--- src/rtl/hazard_stall_ctrl_pkg.sv ---
// Shared definitions for the pipeline stall/flush controller: TUSE/TNEW
// encodings, default MDU latencies and the hard-wired zero register index.
package hazard_stall_ctrl_pkg;

    // TUSE / TNEW encoding: 0..2 are real distances in cycles; 3 means the
    // operand is not read (TUSE) so no producer can ever be "too late" for it.
    localparam logic [1:0] T_NOW  = 2'd0;
    localparam logic [1:0] T_ONE  = 2'd1;
    localparam logic [1:0] T_TWO  = 2'd2;
    localparam logic [1:0] T_NONE = 2'd3;

    // Default multiply/divide unit latencies, in busy cycles.
    localparam int MULT_CYCLES_D = 5;
    localparam int DIV_CYCLES_D  = 10;

    // $zero is never a real dependency.
    localparam logic [4:0] ZERO_REG = 5'd0;

    // True when the instruction in D must wait for one producer: it reads a
    // real register that the producer writes, and the producer's result
    // becomes forwardable later than D needs it.
    function automatic logic data_hazard(
        input logic [4:0] src,
        input logic [1:0] tuse,
        input logic [4:0] wa,
        input logic [1:0] tnew
    );
        return (src != ZERO_REG) && (src == wa) && (tnew > tuse);
    endfunction

endpackage

--- src/rtl/md_busy_seq.sv ---
// Multiply/divide busy sequencer. Loads a down-counter when an MDU operation
// starts in E and reports md_busy while it runs, plus a registered one-cycle
// md_done pulse on the first idle cycle after the operation.
module md_busy_seq
    import hazard_stall_ctrl_pkg::*;
#(
    parameter int MULT_CYCLES = MULT_CYCLES_D,
    parameter int DIV_CYCLES  = DIV_CYCLES_D,
    parameter int CNT_W       = 4
) (
    input  logic clk,
    input  logic res,
    input  logic start,
    input  logic is_div,
    output logic md_busy,
    output logic md_done
);

    localparam logic [CNT_W-1:0] MULT_LOAD = CNT_W'(MULT_CYCLES);
    localparam logic [CNT_W-1:0] DIV_LOAD  = CNT_W'(DIV_CYCLES);
    localparam logic [CNT_W-1:0] CNT_ONE   = CNT_W'(1);

    logic [CNT_W-1:0] cnt;
    logic [CNT_W-1:0] cnt_next;

    // Next count: a running operation always counts down and ignores new
    // starts; only an idle unit accepts a start (including in the md_done cycle).
    always_comb begin
        // NOTE: assign the default first so every path drives cnt_next and no latch is inferred.
        cnt_next = cnt;
        if (cnt != '0) begin
            cnt_next = cnt - CNT_ONE;
        end else if (start) begin
            cnt_next = is_div ? DIV_LOAD : MULT_LOAD;
        end
    end

    // Counter and done-pulse registers, cleared asynchronously by res.
    always_ff @(posedge clk or posedge res) begin
        // NOTE: state uses non-blocking assignments so every register samples pre-edge values.
        if (res) begin
            cnt     <= '0;
            md_done <= 1'b0;
        end else begin
            cnt     <= cnt_next;
            md_done <= (cnt == CNT_ONE);
        end
    end

    assign md_busy = (cnt != '0);

endmodule

--- src/rtl/hazard_stall_ctrl.sv ---
// Stall/flush controller for the five-stage pipeline. Detects RAW hazards
// between D and the E/M producers using TUSE/TNEW, holds D while the MDU is
// busy, and drives the F/D write enables and the D->E bubble clear.
// Optional build macro HAZARD_STALL_STATS_EN adds a saturating stall-cycle
// counter output stall_cycles.
module hazard_stall_ctrl
    import hazard_stall_ctrl_pkg::*;
#(
    parameter int MULT_CYCLES = MULT_CYCLES_D,
    parameter int DIV_CYCLES  = DIV_CYCLES_D,
    parameter int CNT_W       = 4
) (
    input  logic        clk,
    input  logic        res,
    input  logic [4:0]  D_rs_addr,
    input  logic [4:0]  D_rt_addr,
    input  logic [1:0]  D_tuse_rs,
    input  logic [1:0]  D_tuse_rt,
    input  logic        D_is_md,
    input  logic [4:0]  E_wa,
    input  logic [1:0]  E_tnew,
    input  logic [4:0]  M_wa,
    input  logic [1:0]  M_tnew,
    input  logic        E_md_start,
    input  logic        E_md_is_div,
    output logic        stall,
    output logic        F_WE,
    output logic        D_WE,
    output logic        E_clr,
    output logic        md_busy,
    output logic        md_done
`ifdef HAZARD_STALL_STATS_EN
    ,
    output logic [31:0] stall_cycles
`endif
);

    logic hz_rs_e;
    logic hz_rs_m;
    logic hz_rt_e;
    logic hz_rt_m;
    logic hz_data;
    logic hz_md;

    md_busy_seq #(
        .MULT_CYCLES (MULT_CYCLES),
        .DIV_CYCLES  (DIV_CYCLES),
        .CNT_W       (CNT_W)
    ) u_md_busy_seq (
        .clk     (clk),
        .res     (res),
        .start   (E_md_start),
        .is_div  (E_md_is_div),
        .md_busy (md_busy),
        .md_done (md_done)
    );

    // Hazard detection and pipeline control; purely combinational so a stall
    // takes effect in the same cycle the conflict appears.
    always_comb begin
        hz_rs_e = data_hazard(D_rs_addr, D_tuse_rs, E_wa, E_tnew);
        hz_rs_m = data_hazard(D_rs_addr, D_tuse_rs, M_wa, M_tnew);
        hz_rt_e = data_hazard(D_rt_addr, D_tuse_rt, E_wa, E_tnew);
        hz_rt_m = data_hazard(D_rt_addr, D_tuse_rt, M_wa, M_tnew);
        hz_data = hz_rs_e | hz_rs_m | hz_rt_e | hz_rt_m;
        // A start in E counts as busy already: HI/LO are stale from this cycle.
        hz_md   = D_is_md & (md_busy | E_md_start);

        stall = hz_data | hz_md;
        F_WE  = ~stall;
        D_WE  = ~stall;
        E_clr = stall;
    end

`ifdef HAZARD_STALL_STATS_EN
    // Saturating count of stalled clock edges, for performance monitoring.
    always_ff @(posedge clk or posedge res) begin
        if (res) begin
            stall_cycles <= 32'd0;
        end else if (stall && (stall_cycles != 32'hFFFF_FFFF)) begin
            stall_cycles <= stall_cycles + 32'd1;
        end
    end
`endif

endmodule
--- config.mk ---
export PLATFORM = sky130hd
export DESIGN_NAME = hazard_stall_ctrl
export DESIGN_NICKNAME = d
export VERILOG_FILES = /design/src/rtl/hazard_stall_ctrl_pkg.sv /design/src/rtl/md_busy_seq.sv /design/src/rtl/hazard_stall_ctrl.sv
export SDC_FILE = /design/constraint.sdc
export NUM_CORES = 1
export LEC_CHECK = 0
export CORE_MARGIN = 2
export CORE_UTILIZATION = 35
export DETAILED_ROUTE_END_ITERATION = 8
export GPL_ROUTABILITY_DRIVEN = 0
export GPL_TIMING_DRIVEN = 0
export PLACE_DENSITY = 0.76
export REMOVE_ABC_BUFFERS = 1
export SLEW_MARGIN = 20
export SYNTH_ARGS = -nofsm -noshare
export SYNTH_HDL_FRONTEND = slang
export SYNTH_SLANG_ARGS = --single-unit
--- constraint.sdc ---
create_clock -name clk -period 2.1 [get_ports clk]
set_input_delay 0.525 -clock clk [delete_from_list [all_inputs] [get_ports clk]]
set_output_delay 0.525 -clock clk [all_outputs]
set_load 0.1 [all_outputs]
**Yosys cells after proc, flatten, opt, wreduce, memory -nomap -nowiden**

Index checks and enable logic that the tools add are counted.

- Register bits: 5
- Latch bits: 0
- Bits in writable memories: 0
- ROM bits: 0
- Bits of input ports: 33
- Output and inout bits: 6
- Word-level logic and storage cells: 34
- Memories: 0

- $add $sub $neg: 1
- Multipliers: 0
- Divide/modulo/power cells: 0
- Magnitude comparators: 4
- Equal/unequal tests: 5
- Shift operators: 0
- Mux-type cells: 3
- Bitwise operators: 7
- Reductions and logical operators: 12

Operators with widths:

| kind | number |
|---|---|
| == test 5 bit | 4 |
| two-way mux 4 bit | 3 |
| nonzero test 5 bit | 2 |
| > comparator 2 bit | 4 |
| logical AND 1 bit | 8 |
| OR 1 bit | 5 |
| == test 4 x 1 -> 1 bit, second input constant | 1 |
| nonzero test 4 bit | 1 |
| subtractor 4 x 1 -> 4 bit, second input constant | 1 |
| nonzero test 2 bit | 1 |
| AND 1 bit | 1 |
| NOT 1 bit | 1 |

**Longest topological paths before layout**

Gate-level depths: netlist of run 1.

- Depth after elaboration: 8
- Depth in mapped cells: 8
- Mapped depth without buffers: 7

**Hierarchy**

From an unflattened synthesis of run 1, not the netlist that was laid out.

- Cell total of the unflattened synthesis: 89
- Area, all modules: 738.2 sq um

By module, submodules not included:

| module | times used | cells an instance | area an instance (sq um) | sequential area each (sq um) |
|---|---|---|---|---|
| hazard_stall_ctrl | 1 | 60 | 461.7 | 0.0 |
| md_busy_seq | 1 | 29 | 276.5 | 125.1 |

**Least setup slack after synthesis of run 1**

OpenSTA, ideal clock, no wires.

- Kind: register to output
- Start point: register u_md_busy_seq.cnt[0]
- End point: output stall
- Data arrival time: 3014 ps
- Required time: 1575 ps
- Slack: -1439 ps
- Cell stages (with the launch flop): 7
- Path buffers: 1
- Cell sequence: dfrtp_1 > inv_1 > ha_1 > nand2_1 > o21ai_1 > nand3_1 > buf_4

- Longest elaborated chain between the ends: 4

RTL lines:

| element | line | text |
|---|---|---|
| start, declared | md_busy_seq.sv:23 | `logic [CNT_W-1:0] cnt;` |
| start signal, assigned | md_busy_seq.sv:45 | `cnt <= cnt_next;` |
| nonzero test 4 bit | md_busy_seq.sv:50 | `assign md_busy = (cnt != '0);` |
| named net md_busy | hazard_stall_ctrl.sv:30 | `output logic md_busy,` |
| OR 1 bit | hazard_stall_ctrl.sv:67 | `hz_md = D_is_md & (md_busy \| E_md_start);` |
| AND 1 bit | hazard_stall_ctrl.sv:67 |  |
| OR 1 bit | hazard_stall_ctrl.sv:69 | `stall = hz_data \| hz_md;` |
| end, declared | hazard_stall_ctrl.sv:26 | `output logic stall,` |

The timed path passes the listed nets, and every way through them passes these cells.

**Worst setup path after layout of run 1**

- Start point: input E_tnew[1]
- End point: output F_WE

- Longest elaborated chain between the ends: 7
- Elaborated cells on any way between the ends: 9
- Those cells by class: 2 x order compare; 5 x bitwise; 2 x reduce/logical

RTL lines:

| element | line | text |
|---|---|---|
| start, declared | hazard_stall_ctrl.sv:21 | `input logic [1:0] E_tnew,` |
| > comparator 2 bit | hazard_stall_ctrl_pkg.sv:28 | `return (src != ZERO_REG) && (src == wa) && (tnew > tuse);` |
| logical AND 1 bit | hazard_stall_ctrl_pkg.sv:28 |  |
| OR 1 bit | hazard_stall_ctrl.sv:65 | `hz_data = hz_rs_e \| hz_rs_m \| hz_rt_e \| hz_rt_m;` |
| OR 1 bit (*) (2 in series) | hazard_stall_ctrl.sv:65 |  |
| OR 1 bit (*) | hazard_stall_ctrl.sv:69 |  |
| NOT 1 bit (*) | hazard_stall_ctrl.sv:70 | `F_WE = ~stall;` |
| end, declared | hazard_stall_ctrl.sv:27 | `output logic F_WE,` |

Mark *: on every way between the ends. The rest lies on a longest branch, timed or not.

==> results.tsv, run 1 <==
metric	value	unit
status	finished with violations	
violated checks	negative setup slack	
Die H	49.5	um
critical path class	input pin to output pin	
Layout Cells excl Fill	160	
largest net degree at the start of global routing	7	
via/cell ratio	5.08	
Crit path required time	1570	ps
Power Dens Cells	683	mW/mm^2
FF/Latch Area	125	um^2
max cap viols	0	
worst hold path class	input pin to async pin	
final instance area	0.00135	mm^2
Yosys top cell area share	0.173	
Ys Warns	0	
Core Region	0.00196	mm^2
most frequent cells in the layout	xnor2_1 (13), dlygate4sd2_1 (13), inv_1 (7), ha_4 (7)	
Mapped Area	723	um^2
initial core utilization	0.369	
Post-Syn Area per Cell	8.13	um^2
slowest stage cell, crit path	nor4_4	
layout cells sized above 1	0.406	
die area	0.00245	mm^2
root buffer cell	clkbuf_4	
clk sinks	5	
minimum clock period	2490	ps
count of final max-slew check failures	0	
CTS tree	yes	
# nets final	177	
area occupied by multi-input gates	734	um^2
global-route wire length before repair	4070	um
setup TNS	-1480	ps
WP data arrival	1960	ps
register area share after synthesis	0.173	
area grow syn2layout	86.9	%
VDD IR max	0.458	mV
Worst-path clk slew	50	ps
Slowest Stage Delay on Critical Path	320	ps
dpl hpwl	1740	um
Fillers	155	
clock latency on the worst-skew pair	260	ps
DRT Pass-1 Iters	4	
placed insts	152	
Syn Inst Count	89	
via count	812	
# DRC	0	
final core utilization	0.689	
Period Utilization, post-route	1.19	
crit path cell chain	buf_8, buf_6, ha_4, nand2_2, nand4_1, nor4_4, o22ai_4, and3_4, buf_12	
total grt overflow	0	
crit end category	output pin	
Yosys top cell by area	dfrtp_1	
Yosys reg bits	5	
Std-Cell Rows	16	
Slew headroom	0.361	
GRT Total Usage	0.224	
CP top delay family	simple AND/OR/NAND/NOR gates	
Worst-Margin Slew	962	ps
vias in the first global route	876	
final wirelength	2610	um
Post-Route Skew	1.14	ps
Max Buffers Root-to-Sink	2	
Worst Path Buf+Inv	3	
CTS H-Tree Depth	1	
CP Launch Type	input pin	
LEAKAGE	0.567	nW
Fin. Hold Viols	0	
post-route setup slack	-389	ps
Post-DRT Antenna Nets	0	
worst slack, placed	-1700	ps
RSZ-0062 raised after global routing	yes	
drt wl/cell	16.3	um
Num CTS Buffers	3	
placed cell areas	0.00112	mm^2
Port Buffers	38	
Final setup viols	4	
io pins	39	
fmax	0.402	GHz
Die Wd	49.5	um
Starting DRT DRC Count	26	
synth unique cells	24	
cts hold-fix bufs	0	
CP Max Fanout	2	
top post-synthesis cells by area	dfrtp_1 (17%), ha_1 (17%), xnor2_1 (16%)	
initial antenna violation count	0	
n_diodes	0	
## cell families (layout without fill, tap and decap cells)
group                    count (synthesis)  after routing  synth area share
multiplexers                             1              1            0.0138
flip-flops                               5              5             0.173
AO/OA/AOI/OAI                           14             14             0.125
AND/OR/NAND/NOR                         27             27             0.201
XOR/XNOR                                20             20             0.242
adder cells (fa/ha/maj)                 10             10             0.173
buffers and inverters                   12             56            0.0727
## report_power, final
| part | leakage (nW) | internal [mW] | total (mW) | switching, mW |
|---|---|---|---|---|
| clock network | 0.0150 | 0.0725 | 0.123 | 0.0502 |
| registers | 0.0602 | 0.143 | 0.185 | 0.0419 |
| logic | 0.491 | 0.242 | 0.616 | 0.374 |
## state kept, by name, indices dropped and copies added, names as in the netlist
register and flops:
u_md_busy_seq.cnt 4, u_md_busy_seq.md_done 1
## area by class of cell
type	count	share of cell area
clock buffers	4	0.0194
flip-flops and latches	5	0.0926
multi-input cells	72	0.544
well taps	27	0.0250
inverters	10	0.0296
repair buffers	42	0.290
## worst paths after layout
path / from / end / slack (ps) / depth (start not counted)
min in group clk: u_md_busy_seq.cnt[1] / u_md_busy_seq.cnt[3] / 530 / 2
min reg2reg: u_md_busy_seq.cnt[1] / u_md_busy_seq.cnt[3] / 530 / 2
min: res / u_md_busy_seq.md_done / 470 / 2
max reg2reg: u_md_busy_seq.cnt[0] / u_md_busy_seq.cnt[3] / 770 / 6
max in group asynchronous: res / u_md_busy_seq.cnt[1] / 1450 / 2
max: E_tnew[1] / F_WE / -390 / 9
## synthesized netlist by cell type, drive strengths merged
cell type and number:
nand2 7, a32oi 1, inv 10, or4 2, dfrtp 5, a2111oi 1, nand4 3, a21oi 4
and3 1, nor2b 2, and2 1, nor2 5, ha 10, mux2i 1, xor2 7, o21a 1
nor4 4, xnor2 13, o21ai 4, nand3 2, buf 2, o22ai 3
## metrics by stage
stage | hold WS (ps) | total power [mW]
3_3_place_gp | 498 | 0.684
5_1_grt | 484 | 0.983
4_1_cts | 479 | 0.888
6_report | 471 | 0.923
2_1_floorplan | 304 | 0.535
3_5_place_dp | 519 | 0.709
## routing by layer
| metal | share of wire | up-vias | wire length (um) | GRT usage |
|---|---|---|---|---|
| met5 | 0 | - | 0 | 0 |
| met4 | 0.016 | 0 | 43 | 0.0833 |
| met3 | 0.035 | 6 | 91 | 0.0485 |
| met2 | 0.57 | 25 | 1490 | 0.419 |
| met1 | 0.38 | 384 | 983 | 0.244 |
| li1 | - | 397 | - | - |
## repair_timing
item,CTS,global route
gates resized for setup,128,17
setup endpoints to repair,6,5
setup buffers,3,1
pin swaps,18,13
No activity file was read; power rests on OpenSTA's default activity.
==> run 2, diff against run 1 <==
--- a/config.mk
+++ b/config.mk
@@ -5,6 +5,7 @@
 export SDC_FILE = /design/constraint.sdc
 export NUM_CORES = 1
 export LEC_CHECK = 0
+export CAP_MARGIN = 5
 export CORE_MARGIN = 2
 export CORE_UTILIZATION = 35
 export DETAILED_ROUTE_END_ITERATION = 8
==> results of run 2 <==
Same layout as run 1: the final DEF is identical, and so are final timing and power.
==> run 3, diff against run 2 <==
--- a/config.mk
+++ b/config.mk
@@ -11,6 +11,7 @@
 export DETAILED_ROUTE_END_ITERATION = 8
 export GPL_ROUTABILITY_DRIVEN = 0
 export GPL_TIMING_DRIVEN = 0
+export HOLD_SLACK_MARGIN = 0.08
 export PLACE_DENSITY = 0.76
 export REMOVE_ABC_BUFFERS = 1
 export SLEW_MARGIN = 20
==> results of run 3 <==
Same layout as run 1: the final DEF is identical, and so are final timing and power.
